## src/rtl/counter_nbit_updown.sv

```systemverilog
// rtl/counter_nbit_updown.sv - parametrised up/down counter with load, terminal, wrap pulse and sticky overflow
// Define COUNTER_SATURATE_EN to saturate at the boundaries instead of wrapping.
module counter_nbit_updown #(
  parameter int WIDTH   = 8,
  parameter int MODULUS = 256
) (
  input  logic             clk,
  input  logic             reset,
  input  logic             set,
  input  logic             load,
  input  logic [WIDTH-1:0] load_value,
  input  logic             enable,
  input  logic             up_down,
  input  logic             clear_ovf,
  output logic [WIDTH-1:0] count,
  output logic             terminal,
  output logic             wrap,
  output logic             ovf_sticky
);

  // WIDTH+1 bits so MODULUS = 2**WIDTH is representable
  localparam logic [WIDTH:0] MOD_EXT = (WIDTH + 1)'(MODULUS);
  localparam logic [WIDTH:0] MAX_EXT = (WIDTH + 1)'(MODULUS - 1);

  logic [WIDTH:0]   inc_ext;
  logic [WIDTH-1:0] dec_val;
  logic             at_top;
  logic             at_bot;
  logic [WIDTH-1:0] count_nxt;
  logic             wrap_evt;

  assign inc_ext  = {1'b0, count} + (WIDTH + 1)'(1);
  assign dec_val  = count - WIDTH'(1);
  assign at_top   = (inc_ext == MOD_EXT);
  assign at_bot   = (count == '0);
  assign terminal = enable & ((up_down & at_top) | (~up_down & at_bot));

  always_comb begin
    count_nxt = count;
    wrap_evt  = 1'b0;
    if (set) begin
      count_nxt = MAX_EXT[WIDTH-1:0];
    end else if (load) begin
      if ({1'b0, load_value} >= MOD_EXT)
        count_nxt = MAX_EXT[WIDTH-1:0];
      else
        count_nxt = load_value;
    end else if (enable) begin
      if (terminal) begin
        wrap_evt = 1'b1;
`ifdef COUNTER_SATURATE_EN
        count_nxt = count;
`else
        count_nxt = up_down ? '0 : MAX_EXT[WIDTH-1:0];
`endif
      end else begin
        count_nxt = up_down ? inc_ext[WIDTH-1:0] : dec_val;
      end
    end
  end

  always_ff @(posedge clk or posedge reset) begin
    if (reset) begin
      count      <= '0;
      wrap       <= 1'b0;
      ovf_sticky <= 1'b0;
    end else begin
      count <= count_nxt;
      wrap  <= wrap_evt;
      // a wrap event on the same edge overrides clear_ovf
      if (wrap_evt)
        ovf_sticky <= 1'b1;
      else if (clear_ovf)
        ovf_sticky <= 1'b0;
    end
  end

endmodule

```

## config.mk

```make
export PLATFORM = sky130hd
export DESIGN_NAME = counter_nbit_updown
export DESIGN_NICKNAME = d
export VERILOG_FILES = /design/src/rtl/counter_nbit_updown.sv
export SDC_FILE = /design/constraint.sdc
export NUM_CORES = 1
export LEC_CHECK = 0
export CAP_MARGIN = 25
export CORE_MARGIN = 2
export CORE_UTILIZATION = 47
export CTS_BUF_LIST = sky130_fd_sc_hd__clkbuf_4 sky130_fd_sc_hd__clkbuf_8
export CTS_CLUSTER_SIZE = 24
export DETAILED_ROUTE_END_ITERATION = 8
export PLACE_DENSITY = 0.82
export SLEW_MARGIN = 20
export SYNTH_ARGS = -nofsm -noshare
export SYNTH_HDL_FRONTEND = slang
export SYNTH_SLANG_ARGS = --single-unit
```

## constraint.sdc

```tcl
create_clock -name clk -period 2.7 [get_ports clk]
set_input_delay 0.675 -clock clk [delete_from_list [all_inputs] [get_ports clk]]
set_output_delay 0.675 -clock clk [all_outputs]
set_load 0.005 [all_outputs]
```

==> metrics.csv <==
metric;value;unit
outcome;complete, no violations;
combinational family with the most area after synthesis;simple AND/OR/NAND/NOR gates;
# fillers;126;
delay of the slowest cell on the worst path;0.53;ns
post-DR vias/cell;6.401;
Mean Syn Cell Area;8.237;um2
skew final;0.003554;ns
# diodes;0;
instance area at placement;0.001147;mm2
number of DRC violations after detailed-routing iteration 0;60;
number of distinct library cells after synthesis;38;
Highest Clock Rate;378.0;MHz
Primary FF master, synth;sky130_fd_sc_hd__dfrtp_1;
number of instances in the placed design;147;
ranking of synthesized cells by area;sky130_fd_sc_hd__dfrtp_1 (32%), sky130_fd_sc_hd__nor2_1 (5.2%), sky130_fd_sc_hd__ha_1 (4.7%), sky130_fd_sc_hd__inv_1 (3.8%), sky130_fd_sc_hd__o22ai_1 (3.2%);
cells on worst reg2reg path;6;
clock tree from TritonCTS;built;
via count;973;
global-route wire length before repair;4091;um
Clock H-tree levels;1;
clock latency of the later-clocked register in the worst-skew pair;0.28;ns
Mapped Area;790.8;um2
crit path kind;flop to output port;
post-synthesis share of cell area spent on full adders, half adders and majority gates;0.04747;
final instance area;0.001210;mm2
Final nets;155;
register-to-register setup slack;0.68;ns
maximum VDD drop;0.0003864;V
Critical Path AT;1.97;ns
global placer's final weighted congestion;0.9286;
share of the clock period used by the worst path after layout;0.9798;
number of detailed-route iterations in the first pass;5;
first element of the critical path;count[1]$_DFFE_PP0P_;
Total Die Area;0.002026;mm2
number of nets in the synthesized netlist;114;
Fin. Hold Viols;0;
DIE HEIGHT;45.02;um
end point of the critical path;terminal;
Max stage delay cell, worst path;sky130_fd_sc_hd__dfrtp_1;
Initial Util;0.5130;
maximum root-to-sink buffer count;2;
half-perimeter wire length after detailed placement;1782;um
setup repair after global routing missed its margin;no;
total grt overflow;0;
total clock sinks;10;
routed wire length on met3;222;um
cell taking the most area after synthesis;sky130_fd_sc_hd__dfrtp_1;
register area share after synthesis;0.3165;
pin slew with the least headroom to its limit;0.5080;ns
MaxCap Viol Count;0;
quantity of I/O buffers inserted on ports;25;
quantity of hold-fixing buffers added after cts;0;
register clock-pin slew on the reported worst setup and hold paths;0.07;ns
number of enable-type register cells in the synthesized netlist;0;
post-route antenna net violation count;0;
maximum number of pins on one net before global-route repair;11;
reg2reg end;count[6]$_DFFE_PP0P_;
detailed-routed wire length on met2;1169;um
fraction of layout cells with a size suffix above 1;0.2206;
DR DRC count;0;
count of final setup violators;0;
synthesized-area fraction occupied by ao, oa, aoi and oai cells;0.2421;
largest fanout on the critical path;10;
endpoint type of the worst setup path;output port;
reported leakage power;0.0005160;uW
uppermost metal layer occupied by signal nets;met4;
proportion of netlist area held by the largest area contributor;0.3165;
total detailed-routing wirelength;2473;um
synthesized netlist cell count;96;
number of antenna violations at the first check in global routing;0;
number of global-route vias before repair;913;
area growth from synthesis to layout;53.01;%
total number of placement rows;14;
TritonCTS buffer count;3;
number of pins exceeding their max-slew limit in the final report;0;
Final Critical Period;2.645;ns
Floorplan Core Area;0.001541;mm2
Post-Layout Cell Count;152;
fraction of synthesis flops using an asynchronous set or reset pin;1.000;
cells along the critical path;ha_1 > nand4_1 > nor2_1 > a31oi_2 > nor2b_1 > dlygate4sd2_1;
CP startpoint kind;flop;
number of placed I/O pins;26;
Reg-to-Reg Start;count[1]$_DFFE_PP0P_;
required time of the critical path;2.03;ns
wire length the detailed router placed on met1;995;um
cell area power density;387.5;mW/mm2
horizontal die dimension;45.02;um
Setup TNS Final;0;ns
clock root buffer;sky130_fd_sc_hd__clkbuf_4;
XOR/XNOR share of the synthesized area;0;
relative max-transition margin;0.6582;
post-detailed-route wirelength per cell;16.27;um
number of synthesis warnings;0;
multiplexer share of the synthesized area;0.01424;
simple logic cell fraction of the synthesized area;0.3085;
kind of path behind the tightest hold check;flop to flop;
flops & latches, synth;10;
Total Routing Usage GR;0.2792;
cells in the mapped netlist, types with 2 or more instances:
library cell and n:
sky130_fd_sc_hd__nor2_1 11, sky130_fd_sc_hd__dfrtp_1 10, sky130_fd_sc_hd__inv_1 8, sky130_fd_sc_hd__nand2_1 5, sky130_fd_sc_hd__clkbuf_1 4, sky130_fd_sc_hd__nor3_1 4, sky130_fd_sc_hd__o22ai_1 4, sky130_fd_sc_hd__a21oi_1 3
sky130_fd_sc_hd__ha_1 3, sky130_fd_sc_hd__nand4_1 3, sky130_fd_sc_hd__nor3b_1 3, sky130_fd_sc_hd__o21ai_0 3, sky130_fd_sc_hd__a211oi_1 2, sky130_fd_sc_hd__a31oi_1 2, sky130_fd_sc_hd__nand2b_1 2, sky130_fd_sc_hd__nor4_1 2
sky130_fd_sc_hd__o21a_1 2, sky130_fd_sc_hd__o21ai_1 2, sky130_fd_sc_hd__o32ai_1 2, sky130_fd_sc_hd__or2_2 2, sky130_fd_sc_hd__or3_1 2
per-stage QoR:
step | worst slack [ns] | hold slack (ns) | power [uW] | utilization
detailed placement | -0.2992 | 0.5415 | 320.5 | 0.7443
finish | 0.05455 | 0.5560 | 468.8 | 0.7849
global route | 0.002564 | 0.5900 | 488.6 | 0.7849
global placement | -0.2602 | 0.5175 | 314.5 | 0.7443
floorplan | 0.3794 | 0.5152 | 244.5 | -
CTS | 0.03223 | 0.5545 | 465.8 | 0.7849
power breakdown:
group	internal, uW	switching [uW]	total [uW]
Clock	82.2	61.5	144
Combinational	82.2	73.4	156
Sequential	159	10.2	170
Total	324	145	469
metal layers:
layer | track usage | up-vias
li1 | - | 444
met1 | 0.3706 | 447
met2 | 0.4400 | 69
met3 | 0.04800 | 13
met4 | 0.1294 | 0
met5 | 0 | -
cell usage in the layout (no fill, tap or decap), types with 2 or more instances in the layout:
cell type / n
sky130_fd_sc_hd__nand4_1: 3
sky130_fd_sc_hd__nor3_1: 3
sky130_fd_sc_hd__dfrtp_1: 10
sky130_fd_sc_hd__or3_1: 2
sky130_fd_sc_hd__o21ai_0: 3
sky130_fd_sc_hd__inv_1: 8
sky130_fd_sc_hd__nor3b_1: 3
sky130_fd_sc_hd__nor2_1: 11
sky130_fd_sc_hd__nand2_1: 5
sky130_fd_sc_hd__o22ai_1: 4
sky130_fd_sc_hd__ha_1: 3
sky130_fd_sc_hd__o32ai_1: 2
sky130_fd_sc_hd__a21oi_1: 3
sky130_fd_sc_hd__buf_4: 16
sky130_fd_sc_hd__nor4_1: 2
sky130_fd_sc_hd__o21ai_1: 2
sky130_fd_sc_hd__clkbuf_4: 3
sky130_fd_sc_hd__o21a_1: 2
sky130_fd_sc_hd__clkdlybuf4s50_1: 24
sky130_fd_sc_hd__nand2b_1: 2
sky130_fd_sc_hd__a211oi_1: 2
cells by family after synthesis:
logic type | count (synthesis)
adder cells (fa/ha/maj) | 3
flip-flops | 10
AO/OA/AOI/OAI | 26
multiplexers | 1
AND/OR/NAND/NOR | 43
buffers and inverters | 13
worst min-delay path by stage:
stage	from	end	depth (start not counted)	slack (ns)
3_5_place_dp	ovf_sticky$_DFFE_PP0P_	ovf_sticky$_DFFE_PP0P_	2	0.54
2_1_floorplan	reset	count[0]$_DFFE_PP0P_	1	0.52
5_1_grt	ovf_sticky$_DFFE_PP0P_	ovf_sticky$_DFFE_PP0P_	2	0.59
6_report	ovf_sticky$_DFFE_PP0P_	ovf_sticky$_DFFE_PP0P_	2	0.56
4_1_cts	ovf_sticky$_DFFE_PP0P_	ovf_sticky$_DFFE_PP0P_	2	0.55
3_3_place_gp	ovf_sticky$_DFFE_PP0P_	ovf_sticky$_DFFE_PP0P_	2	0.52
sequential cells by signal, summed over array words and instances (netlist names):
signal,count
count,8
wrap,1
ovf_sticky,1
critical path: cells and delay by family (launching register included):
family                   cells  cell delay, ns
flip-flops                   1            0.53
AND/OR/NAND/NOR              3            0.52
adder cells (fa/ha/maj)      1            0.26
buffers and inverters        1            0.23
AO/OA/AOI/OAI                1            0.15
final cells by class:
type	instances	area [um2]	share of cell area
multi-input combinational	73	504.2	0.4168
timing repair buffer	41	369.1	0.3051
sequential	10	250.2	0.2068
clock buffer	4	36.28	0.02999
inverter	8	30.03	0.02482
tap	16	20.02	0.01655
timing repair:
item / 4_1_cts / 5_1_grt
buffers inserted: 1 / 0
gates resized for setup: 5 / 0
pin swaps: 1 / 1
hold endpoints to repair: 0 / 0
endpoints found under the setup margin: 1 / 1
Note: power is estimated with default switching activity, not from simulation.
